[src/rtl/sysid_pkg.sv]
// Shared definitions for the system-ID check master: FSM states, sysid word
// addresses and the default build timestamp also used by the software header generator.
package sysid_pkg;

  localparam int DATA_W = 32;

  localparam logic SYSID_ADDR_ID = 1'b0;
  localparam logic SYSID_ADDR_TS = 1'b1;

  localparam logic [DATA_W-1:0] SYSID_DEFAULT_TS = 32'd1361364706;

  typedef enum logic [2:0] {
    ST_IDLE,
    ST_ID_REQ,
    ST_ID_LAT,
    ST_TS_REQ,
    ST_TS_LAT,
    ST_FIN
  } sysid_state_e;

  function automatic logic word_mismatch(input logic [DATA_W-1:0] got,
                                         input logic [DATA_W-1:0] want);
    return got != want;
  endfunction

endpackage

[src/rtl/sysid_check_master_if.sv]
// Avalon-MM read-only link between the sysid check master and the system-ID slave.
interface sysid_check_master_if;
  import sysid_pkg::*;

  logic              avm_address;
  logic              avm_read;
  logic              avm_waitrequest;
  logic [DATA_W-1:0] avm_readdata;

  modport master (
    output avm_address,
    output avm_read,
    input  avm_waitrequest,
    input  avm_readdata
  );

  modport slave (
    input  avm_address,
    input  avm_read,
    output avm_waitrequest,
    output avm_readdata
  );

endinterface

[src/rtl/sysid_check_master.sv]
// Reads the system-ID slave (ID word, then timestamp word) after reset or on request
// and reports whether the running hardware matches the image software expects.
module sysid_check_master
  import sysid_pkg::*;
#(
  parameter logic [DATA_W-1:0] EXPECTED_ID    = 32'd0,
  parameter logic [DATA_W-1:0] EXPECTED_TS    = SYSID_DEFAULT_TS,
  parameter int                READ_LATENCY   = 0,
  parameter int                TIMEOUT_CYCLES = 255,
  parameter bit                AUTO_START     = 1'b1
) (
  input  logic                clock,
  input  logic                reset_n,
  input  logic                start,
  sysid_check_master_if.master avm,
  output logic                busy,
  output logic                done,
  output logic                pass,
  output logic                id_mismatch,
  output logic                ts_mismatch,
  output logic                timeout,
  output logic [DATA_W-1:0]   captured_id,
  output logic [DATA_W-1:0]   captured_ts
);

  // One counter serves both the stall timeout and the read-latency wait.
  localparam int CNT_MAX = (TIMEOUT_CYCLES > 3) ? TIMEOUT_CYCLES : 3;
  localparam int CNT_W   = $clog2(CNT_MAX + 1);
  localparam logic [CNT_W-1:0] TO_LAST  = CNT_W'(TIMEOUT_CYCLES - 1);
  localparam logic [CNT_W-1:0] LAT_LAST = CNT_W'((READ_LATENCY > 0) ? READ_LATENCY - 1 : 0);

  sysid_state_e      state_q, state_d;
  logic [CNT_W-1:0]  cnt_q, cnt_d;
  logic              auto_q, auto_d;
  logic              pass_q, pass_d;
  logic              id_mis_q, id_mis_d;
  logic              ts_mis_q, ts_mis_d;
  logic              to_q, to_d;
  logic [DATA_W-1:0] cap_id_q, cap_id_d;
  logic [DATA_W-1:0] cap_ts_q, cap_ts_d;
  logic              cap_now;
  logic              is_id;

  assign is_id = (state_q == ST_ID_REQ) || (state_q == ST_ID_LAT);

  always_comb begin
    state_d  = state_q;
    cnt_d    = cnt_q;
    auto_d   = auto_q;
    pass_d   = pass_q;
    id_mis_d = id_mis_q;
    ts_mis_d = ts_mis_q;
    to_d     = to_q;
    cap_id_d = cap_id_q;
    cap_ts_d = cap_ts_q;
    cap_now  = 1'b0;

    unique case (state_q)
      ST_IDLE: begin
        if (start || auto_q) begin
          auto_d   = 1'b0;
          pass_d   = 1'b0;
          id_mis_d = 1'b0;
          ts_mis_d = 1'b0;
          to_d     = 1'b0;
          cap_id_d = '0;
          cap_ts_d = '0;
          cnt_d    = '0;
          state_d  = ST_ID_REQ;
        end
      end
      ST_ID_REQ, ST_TS_REQ: begin
        if (avm.avm_waitrequest) begin
          if (cnt_q == TO_LAST) begin
            to_d    = 1'b1;
            cnt_d   = '0;
            state_d = ST_FIN;
          end else begin
            cnt_d = cnt_q + CNT_W'(1);
          end
        end else begin
          cnt_d = '0;
          if (READ_LATENCY == 0) begin
            cap_now = 1'b1;
            state_d = is_id ? ST_TS_REQ : ST_FIN;
          end else begin
            state_d = is_id ? ST_ID_LAT : ST_TS_LAT;
          end
        end
      end
      ST_ID_LAT, ST_TS_LAT: begin
        if (cnt_q == LAT_LAST) begin
          cnt_d   = '0;
          cap_now = 1'b1;
          state_d = is_id ? ST_TS_REQ : ST_FIN;
        end else begin
          cnt_d = cnt_q + CNT_W'(1);
        end
      end
      ST_FIN:  state_d = ST_IDLE;
      default: state_d = ST_IDLE;
    endcase

    if (cap_now) begin
      if (is_id) begin
        cap_id_d = avm.avm_readdata;
        id_mis_d = word_mismatch(avm.avm_readdata, EXPECTED_ID);
      end else begin
        cap_ts_d = avm.avm_readdata;
        ts_mis_d = word_mismatch(avm.avm_readdata, EXPECTED_TS);
      end
    end

    // Verdict is registered on entry to FIN so it is already valid alongside done.
    if ((state_d == ST_FIN) && (state_q != ST_FIN)) begin
      pass_d = !to_d && !id_mis_d && !ts_mis_d;
    end
  end

  always_ff @(posedge clock or negedge reset_n) begin
    if (!reset_n) begin
      state_q  <= ST_IDLE;
      cnt_q    <= '0;
      auto_q   <= AUTO_START;
      pass_q   <= 1'b0;
      id_mis_q <= 1'b0;
      ts_mis_q <= 1'b0;
      to_q     <= 1'b0;
      cap_id_q <= '0;
      cap_ts_q <= '0;
    end else begin
      state_q  <= state_d;
      cnt_q    <= cnt_d;
      auto_q   <= auto_d;
      pass_q   <= pass_d;
      id_mis_q <= id_mis_d;
      ts_mis_q <= ts_mis_d;
      to_q     <= to_d;
      cap_id_q <= cap_id_d;
      cap_ts_q <= cap_ts_d;
    end
  end

  // Bus and status outputs decode straight from registered state, so reset clears them at once.
  assign avm.avm_read    = (state_q == ST_ID_REQ) || (state_q == ST_TS_REQ);
  assign avm.avm_address = (state_q == ST_TS_REQ) ? SYSID_ADDR_TS : SYSID_ADDR_ID;
  assign busy            = (state_q != ST_IDLE) && (state_q != ST_FIN);
  assign done            = (state_q == ST_FIN);
  assign pass            = pass_q;
  assign id_mismatch     = id_mis_q;
  assign ts_mismatch     = ts_mis_q;
  assign timeout         = to_q;
  assign captured_id     = cap_id_q;
  assign captured_ts     = cap_ts_q;

endmodule

[src/flat_wrapper.sv]
// flat-port wrapper written by rule: the top's interface ports become plain ports
module sysid_check_master_flat import sysid_pkg::*;
#(
  parameter logic [DATA_W-1:0] EXPECTED_ID    = 32'd0,
  parameter logic [DATA_W-1:0] EXPECTED_TS    = SYSID_DEFAULT_TS,
  parameter int                READ_LATENCY   = 0,
  parameter int                TIMEOUT_CYCLES = 255,
  parameter bit                AUTO_START     = 1'b1
)
  (clock, reset_n, start, busy, done, pass, id_mismatch, ts_mismatch, timeout, captured_id, captured_ts, avm_avm_address, avm_avm_read, avm_avm_waitrequest, avm_avm_readdata);
  sysid_check_master_if avm_i ();
  input  logic clock;
  input  logic reset_n;
  input  logic start;
  output logic busy;
  output logic done;
  output logic pass;
  output logic id_mismatch;
  output logic ts_mismatch;
  output logic timeout;
  output logic [DATA_W-1:0] captured_id;
  output logic [DATA_W-1:0] captured_ts;
  output wire logic [$bits(avm_i.avm_address)-1:0] avm_avm_address;
  output wire logic [$bits(avm_i.avm_read)-1:0] avm_avm_read;
  input wire logic [$bits(avm_i.avm_waitrequest)-1:0] avm_avm_waitrequest;
  input wire logic [$bits(avm_i.avm_readdata)-1:0] avm_avm_readdata;
  assign avm_avm_address = avm_i.avm_address;
  assign avm_avm_read = avm_i.avm_read;
  assign avm_i.avm_waitrequest = avm_avm_waitrequest;
  assign avm_i.avm_readdata = avm_avm_readdata;
  sysid_check_master #(.EXPECTED_ID(EXPECTED_ID), .EXPECTED_TS(EXPECTED_TS), .READ_LATENCY(READ_LATENCY), .TIMEOUT_CYCLES(TIMEOUT_CYCLES), .AUTO_START(AUTO_START)) u_core (.clock(clock), .reset_n(reset_n), .start(start), .avm(avm_i), .busy(busy), .done(done), .pass(pass), .id_mismatch(id_mismatch), .ts_mismatch(ts_mismatch), .timeout(timeout), .captured_id(captured_id), .captured_ts(captured_ts));
endmodule
[config.mk]
export PLATFORM = sky130hd
export DESIGN_NAME = sysid_check_master_flat
export DESIGN_NICKNAME = d
export VERILOG_FILES = /design/src/rtl/sysid_pkg.sv /design/src/rtl/sysid_check_master_if.sv /design/src/rtl/sysid_check_master.sv /design/src/flat_wrapper.sv
export SDC_FILE = /design/constraint.sdc
export NUM_CORES = 1
export LEC_CHECK = 0
export CORE_AREA = 2 2 88 90
export CTS_CLUSTER_SIZE = 8
export DETAILED_ROUTE_END_ITERATION = 12
export DIE_AREA = 0 0 90 92
export PLACE_DENSITY = 0.84
export SYNTH_ARGS = -nofsm -noshare
export SYNTH_HDL_FRONTEND = slang
export SYNTH_SLANG_ARGS = --single-unit
[constraint.sdc]
create_clock -name clock -period 4.3 [get_ports clock]
set_input_delay 0.86 -clock clock [delete_from_list [all_inputs] [get_ports clock]]
set_output_delay 0.86 -clock clock [all_outputs]
set_load 0.02 [all_outputs]
==> results.md <==
- Input/output buffers: ~110
- Pre-CTS WS: 1.20 ns
- Clk slew on worst S/H paths: 0.07 ns
- Largest net degree at the start of global routing: 81
- Worst path arrival time: approximately 2.2 ns
- Final Skew: 0.0101 ns
- Vias per Instance: 5.48
- Cts hold-fix bufs: 0
- Worst r2r dst: u_core.captured_ts[23]$_DFF_PN0_
- Root buffer cell: clkbuf_8
- Antenna-violating nets left: 0
- Final wirelength: 9.73 mm
- Footprint of the multi-input gates: 0.00152 mm2
- Hold path start: u_core.captured_id[30]$_DFF_PN0_
- Crit Path Max Fanout: 14
- H-tree depth: 3
- Final-report setup violation count: 0
- DR iter-0 viols: about 260
- Initial antenna violation count: 0
- Skew-Pair Late Insertion Delay: 0.35 ns
- Area growth syn-to-layout: 35.3%
- # DRC: 0
- Post-synthesis cell type count: 49
- DR WL/cell: 16.1 um
- Pre-antenna DRT Iters: 5
- Clock Sinks: 80
- Max-slew headroom: 0.333
- Vias in the first global route: 3188
- Max Freq: 322 MHz
- Netlist Area Pre-Place: 0.00367 mm2
- Worst R2R Setup Slack: 1.81 ns
- Dpl hpwl: ~7 mm
- Post-cts sizing count: 0
- Hold Path Cell Cnt: 2
- Pins over their slew limit: 0
- Final Cell Area: 0.00497 mm2
- Yosys warns: 0
- Vias: ~3300
- Register area share after synthesis: 0.546
- RSZ-0062 raised after global routing: no
- Reg area: 0.00200 mm2
- Reg-to-Reg Start: u_core.cnt_q[0]$_DFFE_PN0P_
- Placed inst area: 0.00477 mm2
- Post-synthesis net count: 437
- Die Area: just over 0.008 mm2
- Hold path endpoint: u_core.captured_id[30]$_DFF_PN0_
- Required @ worst endpoint: 3.44 ns
- WS Path Type: reg -> out
- Die Y: 92 um
- First-pass GRT wire length: 15.9 mm
- Pwr per Cell Area: 732 mW/mm2
- Fin crit share: 0.721
- GPL Wtd Cong: around 0.84
- Outcome: finished clean
- Initial cell density of the core: 0.493
- Die width: 90 um
- CTS tree: done
- Peak supply drop: 0.000380 V
- Max_cap viols: 0
- Num ports: 108
- Hold Fails Final Rpt: 0
- Longest Clk Path Bufs: 2
- CP endpoint kind: output port
- N_diodes: 0
- Setup Buffers After CTS: 0
- Minimum clock period: around 3.1 ns
- Leakage: around 2.2 nW
- Hold Path Class: reg -> reg
- Cells after Synth: 398
- Num CTS Buffers: 9
- Syn_area_per_cell: 9.22 um2
- Fraction of layout instances using a drive strength above 1: 0.0719
- Synthesized flop and latch total: 80
- Final setup margin: 1.20 ns
- # nets final: 535
- Core Footprint: 0.00745 mm2
- Post-Route Utilization: 0.667
- GRT overflow: 0
- Fillers: 620
- Worst slew pin tran: 1.00 ns
- Worst reg2reg path depth: 7
- Std cell rows: 32
- Setup TNS: 0 ns
- Critical Path Source Type: flop
- Hold Slack: 0.504 ns
- Total track usage: 0.240
[where the power goes]
part,leakage (nW),internal (W),switching [W]
registers,1.03,0.00104,0.000220
clock network,0.0916,0.000283,0.000273
logic,1.06,0.000777,0.00104
[cells in the mapped netlist (all sizes together)]
cell / instances / area share
mux2: 1 / 0.0031
a21oi: 5 / 0.0068
inv: 6 / 0.0061
buf: 21 / 0.038
or4: 1 / 0.0020
dfrtp: 79 / 0.54
o41a: 1 / 0.0031
nor3b: 2 / 0.0041
ha: 3 / 0.010
nor4b: 1 / 0.0065
o22ai: 1 / 0.0034
dfstp: 1 / 0.0072
nand3b: 1 / 0.0020
mux2i: 2 / 0.0055
clkbuf: 3 / 0.0034
o211ai: 1 / 0.0020
nor3: 8 / 0.011
o32ai: 1 / 0.0075
o31ai: 2 / 0.0092
o21ai: 40 / 0.056
or2: 1 / 0.0017
nand2: 139 / 0.14
nor2: 7 / 0.0072
a22o: 2 / 0.0048
nand3: 37 / 0.057
or3: 2 / 0.0034
a41oi: 2 / 0.0048
a31oi: 2 / 0.0034
nor2b: 3 / 0.0051
xnor2: 2 / 0.0048
a21o: 1 / 0.0020
nand2b: 2 / 0.0034
o32a: 1 / 0.0027
and2: 1 / 0.0017
a32o: 1 / 0.0027
and3: 3 / 0.0051
o221ai: 1 / 0.0024
nand4: 4 / 0.0068
nor4: 6 / 0.010
a221o: 1 / 0.0027
[layout by cell type, fill, tap and decap left out, types with 3 or more instances in the layout]
cell type and count:
nand2_1 138, clkdlybuf4s50_1 106, dfrtp_1 79, o21ai_0 37, nand3_1 32, clkbuf_8 10
nor3_1 8, inv_1 6, nor2_1 6, nor4_1 6, a21oi_1 5, nand3_2 5
buf_4 5, nand4_1 4, nor2b_1 3, and3_1 3, ha_1 3, clkinvlp_4 3
[flip-flops by register name, indices dropped and copies added, names as in the netlist]
signal,count
u_core.captured_id,32
u_core.auto_q,1
u_core.ts_mismatch,1
u_core.id_mismatch,1
u_core.timeout,1
u_core.pass,1
u_core.captured_ts,32
u_core.state_q,3
u_core.cnt_q,8
[layer usage]
metal	vias to the layer above	GRT usage	share of wire
met5	-	0	0
li1	1548	-	-
met1	1612	0.326	0.45
met3	18	0.0394	0.056
met2	125	0.388	0.48
met4	0	0.100	0.024
[kinds of logic after synthesis]
family | Yosys count | synth area share
buffers and inverters | 30 | 0.0470
multiplexers | 3 | 0.00852
adder cells (fa/ha/maj) | 3 | 0.0102
AO/OA/AOI/OAI | 62 | 0.113
XOR/XNOR | 2 | 0.00477
AND/OR/NAND/NOR | 218 | 0.270
flip-flops | 80 | 0.546
[worst max path at each step]
stage	from	endpoint	slack (ns)
2_1_floorplan	u_core.state_q[0]$_DFF_PN0_	busy	2.16
6_report	u_core.state_q[2]$_DFF_PN0_	busy	1.20
5_1_grt	u_core.state_q[2]$_DFF_PN0_	busy	1.11
3_5_place_dp	avm_avm_waitrequest	u_core.captured_id[24]$_DFF_PN0_	1.20
4_1_cts	u_core.state_q[2]$_DFF_PN0_	busy	1.20
3_3_place_gp	avm_avm_waitrequest	u_core.captured_id[25]$_DFF_PN0_	1.27
[metrics by stage]
| step | total power [W] | std cells |
|---|---|---|
| 5_1_grt | 0.00386 | 603 |
| 4_1_cts | 0.00364 | 603 |
| 2_1_floorplan | 0.00232 | 398 |
| 3_3_place_gp | 0.00302 | 587 |
| 3_5_place_dp | 0.00309 | 587 |
| 6_report | 0.00363 | 603 |
[layout make-up]
| cell class | count | area share |
|---|---|---|
| flip-flops and latches | 80 | 0.403 |
| multi-input cells | 288 | 0.305 |
| repair buffers | 111 | 0.221 |
| clock buffers | 11 | 0.0285 |
| well taps | 102 | 0.0257 |
| clock inverters | 5 | 0.0116 |
| inverters | 6 | 0.00454 |
[worst max-delay path: stages (launching register included)]
cell	delay (ns)
dfrtp_1	0.61
nand2b_1	0.29
inv_1	0.12
or3_1	0.35
clkdlybuf4s50_1	0.54
No activity file was read; power rests on OpenSTA's default activity.
==> RTL change 1 (same settings) <==
`AUTO_START` is set to 1'b1 in 2 places; all go to 1'b0.
--- a/src/rtl/sysid_check_master.sv
+++ b/src/rtl/sysid_check_master.sv
@@ -9,3 +9,3 @@
   parameter int                TIMEOUT_CYCLES = 255,
-  parameter bit                AUTO_START     = 1'b1
+  parameter bit                AUTO_START     = 1'b0
 ) (
--- a/src/flat_wrapper.sv
+++ b/src/flat_wrapper.sv
@@ -7,3 +7,3 @@
   parameter int                TIMEOUT_CYCLES = 255,
-  parameter bit                AUTO_START     = 1'b1
+  parameter bit                AUTO_START     = 1'b0
 )
Function: changed (Yosys sat finds a counterexample within 4 cycles, from zero or initial values and one cycle with reset_n low).
==> RTL change 1 against the unedited design <==
  * Register-to-register slack got worse by 0.02 ns
  * Sequential cell count fell by 1
  * Synthesized area fell by 3.0%
  * Synthesized cell count rose by 0.50%
  * Cell area fell by 2.4%
  * Wire length fell by 3.6%
  * Fmax rose by 5.3%
  * Total power fell by 2.2%
  * Sequential share of layout area rose by 0.47 points
  * Worst setup slack improved by 0.16 ns
  * Critical path depth fell by 1
  * Utilization fell by 1.6 points
  * Critical path type unchanged
==> RTL change 1: results (changes against the unedited design) <==
metric;value;unit;change
Net Sw Frac;41.2;%;-0.93 points
hold path start;u_core.captured_id[26]$_DFF_PN0_;;
worst reg2reg setup slack;1.79;ns;-0.02 ns
hold_ws;0.530;ns;+0.0262 ns
hold endpoint;u_core.captured_id[26]$_DFF_PN0_;;
status;completed;;
Fillers;605;;-2.4%
critical path fanouts, max;13;;-1
hold path depth;2;;unchanged
compound-cell area share of the yosys netlist;14.0;%;+2.7 points
Leak;2.10;nW;-3.6%
Layout Skew;0.00505;ns;-0.00508 ns
pre-CTS WS;1.35;ns;+0.150 ns
synthesized area per cell;8.90;sq um;-3.5%
Crit path arrival time;2.09;ns;-0.15 ns
vias;3209;;-2.8%
vias in the first global route;3028;;-5.0%
Detailed Route WL;9.38;mm;-3.6%
post-route insts no fill;601;;-0.33%
post-synthesis sequential area ratio;55.5;%;+0.95 points
fraction of layout cells with a size suffix above 1;5.01;%;-2.2 points
hpwl dp;6.49;mm;-4.8%
Final nets;534;;-0.19%
met2 usage;35.9;%;-2.9 points
largest cells by area after synthesis;dfrtp_1, nand2_1, o21ai_0;;
Synth Area in XOR/XNOR;0.246;%;-0.23 points
Placed Cells;586;;-0.17%
gr usage total;23.1;%;-0.93 points
maximum vdd drop;0.347;mV;-8.7%
crit-path max cell delay;0.63;ns;+0.02 ns
met3 Track Usage GR;5.18;%;+1.2 points
Reg-to-Reg Start;u_core.state_q[2]$_DFF_PN0_;;
Final Total Pwr;0.00355;W;-2.2%
GP Congestion;0.874;;+3.8%
R2R cell count;4;;-3
Logic pwr share;49.3;%;-0.7 points
CP top delay family;flip-flops;;
first-pass GRT wire length;15.3;mm;-3.7%
drt initial violations;193;;-24%
met2 wire len;4.35;mm;-5.9%
syn nets;439;;+0.46%
met1 WL;4.23;mm;-2.3%
Reg-to-Reg End;u_core.captured_ts[6]$_DFF_PN0_;;
post-synthesis mux area share;0.562;%;-0.29 points
Post-synth top cells;nand2_1, dfrtp_1, o21ai_0;;
area share of fa/ha/maj cells after synthesis;1.05;%;+0.032 points
M1 GR Usage;31.5;%;-1.1 points
largest net degree at the start of global routing;80;;-1.2%
Rel. slew slack;31.9;%;-1.4 points
==> RTL change 1: area by class of cell <==
class,instances,area (sq um),area share (%)
well taps,102,128,2.63
clock buffers,9,124,2.56
repair buffers,109,1080,22.4
inverters,5,18.8,0.387
multi-input cells,291,1450,30.0
clock inverters,6,62.6,1.29
flip-flops and latches,79,1980,40.8
==> RTL change 1: worst max path at each step <==
| stage | slack, ns | cells after the start | startpoint | to |
|---|---|---|---|---|
| detailed placement | 1.35 | 4 | avm_avm_waitrequest | u_core.captured_ts[15]$_DFF_PN0_ |
| floorplan | 2.28 | 5 | avm_avm_readdata[18] | u_core.pass$_DFFE_PN0P_ |
| finish | 1.35 | 3 | u_core.state_q[2]$_DFF_PN0_ | busy |
| global route | 1.25 | 3 | u_core.state_q[2]$_DFF_PN0_ | busy |
| CTS | 1.36 | 3 | u_core.state_q[2]$_DFF_PN0_ | busy |
| global placement | 1.43 | 5 | avm_avm_waitrequest | u_core.captured_id[28]$_DFF_PN0_ |
==> RTL change 2 (same settings) <==
Without the edit above. Re-encode `sysid_state_e` (6 states) as one-hot, 6 bits wide.
--- a/src/rtl/sysid_pkg.sv
+++ b/src/rtl/sysid_pkg.sv
@@ -11,9 +11,9 @@
 
-  typedef enum logic [2:0] {
-    ST_IDLE,
-    ST_ID_REQ,
-    ST_ID_LAT,
-    ST_TS_REQ,
-    ST_TS_LAT,
-    ST_FIN
+  typedef enum logic [5:0] {
+    ST_IDLE   = 6'b000001,
+    ST_ID_REQ = 6'b000010,
+    ST_ID_LAT = 6'b000100,
+    ST_TS_REQ = 6'b001000,
+    ST_TS_LAT = 6'b010000,
+    ST_FIN    = 6'b100000
   } sysid_state_e;
Function: same outputs for any inputs over 10 cycles, from zero or initial values and one cycle with reset_n low; not proved beyond that.
==> RTL change 2 against the unedited design <==
  * Cell area increased by 1.1%
  * Non-clock buffer count decreased by 1
  * Global-route usage decreased by 1.0 points
  * Critical path depth decreased by 1
  * Synthesized area increased by 1.5%
  * Sequential cell count increased by 3
  * Worst setup slack got worse by 0.15 ns
  * Count of clock-buffer cells in the layout decreased by 2
  * Wire length decreased by 3.0%
  * Clock skew increased by 0.0015 ns
  * Clock power increased by 12%
  * Total power decreased by 27%
==> RTL change 2: results (changes against the unedited design) <==
metric;value;unit;change
Layout Skew;0.0117;ns;+0.00154 ns
syn nets;423;;-3.2%
P_clk;0.000623;W;+12%
largest net degree at the start of global routing;84;;+3.7%
initial antenna violation count;0;;unchanged
per-cell routed wire length;16.1;um;-0.19%
CTS tree;done;;
Async S/R FF share, synth;100;%;unchanged
Crit path arrival time;2.39;ns;+0.15 ns
Final nets;518;;-3.2%
switching power;0.000956;W;-38%
fin. max-slew vios;0;;unchanged
hold path start;u_core.auto_q$_DFFE_PN1P_;;
CTS clk-pin slew, worst paths;0.08;ns;
clock root buffer;clkbuf_8;;
vias in the first global route;3158;;-0.94%
Area after DPL;4800;sq um;+0.60%
hpwl dp;6.56;mm;-3.8%
Post-synth top cells;dfrtp_1, nand3_1, inv_1;;
Rel. slew slack;31.4;%;-1.9 points
DR pass1 iterations;4;;-1
maximum vdd drop;0.312;mV;-18%
Clk pwr share;23.6;%;+8.3 points
gr usage total;23.0;%;-1.0 points
Largest Pwr Group;sequential cells;;
DRT antenna net count;0;;unchanged
PortBufs;107;;unchanged
htree depth;3;;unchanged
Clock Latency Late Sink;0.35;ns;about the same
Cells after Synth;384;;-3.5%
status;completed;;
Detailed Route WL;9.44;mm;-3.0%
n_diodes;0;;unchanged
Clock Tree Buf Depth;2;;unchanged
fraction of layout cells with a size suffix above 1;6.82;%;-0.37 points
GP Congestion;0.860;;+2.2%
cts hold-fix bufs;0;;unchanged
Logic pwr share;36.7;%;-13 points
CTS buffer count;9;;unchanged
Placed Cells;570;;-2.9%
drt initial violations;251;;-1.6%
post-synthesis sequential area ratio;55.8;%;+1.2 points
Synth cell types;45;;-8.2%
Leak;2.25;nW;+2.8%
critical path fanouts, max;7;;-7
Post-CTS Setup Inserts;0;;unchanged
first-pass GRT wire length;15.2;mm;-4.2%
Hold Crit Class;reg2reg;;
Ys Warns;0;;unchanged
largest cells by area after synthesis;dfrtp_1, nand3_1, o21ai_1;;
Vias/cell;5.52;;+0.84%
CP Launch Point;u_core.state_q[4]$_DFF_PN0_;;
post_cts resized;0;;unchanged
[RTL change 2: cell types whose count changed after synthesis, moves of 7 or more]
| cell | delta |
|---|---|
| nand2_1 | -127 |
| nand3_1 | +40 |
| o21ai_1 | +35 |
| inv_1 | +32 |
| buf_2 | -7 |
| o21ai_0 | -7 |
[RTL change 2: critical path, cell delays in order, from the launching register on]
cell             delay (ns)
dfrtp_1                0.47
or4b_2                 0.69
nor3_1                 0.23
clkdlybuf4s50_1        0.65
[RTL change 2: final timing paths]
kind	end	slack, ns	depth (start not counted)
worst max-delay path	done	1.05	3
worst min-delay path	u_core.auto_q$_DFFE_PN1P_	0.50	1
worst max register to register	u_core.pass$_DFFE_PN0P_	1.47	6
worst min register to register	u_core.auto_q$_DFFE_PN1P_	0.50	1
max in group asynchronous	u_core.captured_ts[15]$_DFF_PN0_	2.95	1
min in group asynchronous	u_core.timeout$_DFF_PN0_	0.64	1
[RTL change 2: cell type report]
cell class | instances | area (sq um)
clock buffer | 9 | 124
clock inverter | 7 | 100
fill | 594 | 2430
inverter | 40 | 153
multi-input combinational | 235 | 1350
sequential | 83 | 2080
tap | 102 | 128
timing repair buffer | 110 | 1090
[RTL change 2: cells by family (layout without fill, tap and decap cells)]
kind of cell	after synthesis	after routing	synth area share (%)
flip-flops	83	83	55.8
multiplexers	4	4	1.07
buffers and inverters	66	166	8.67
AND/OR/NAND/NOR	141	141	20.4
adder cells (fa/ha/maj)	3	3	1.01
AO/OA/AOI/OAI	84	84	12.3
XOR/XNOR	3	3	0.706
[RTL change 2: layer usage]
layer	track usage, %	part of all wire, %	up-vias
met4	8.08	2.0	0
li1	-	-	1532
met1	30.5	43	1551
met3	6.49	7.5	19
met5	0	0	-
met2	36.6	48	135
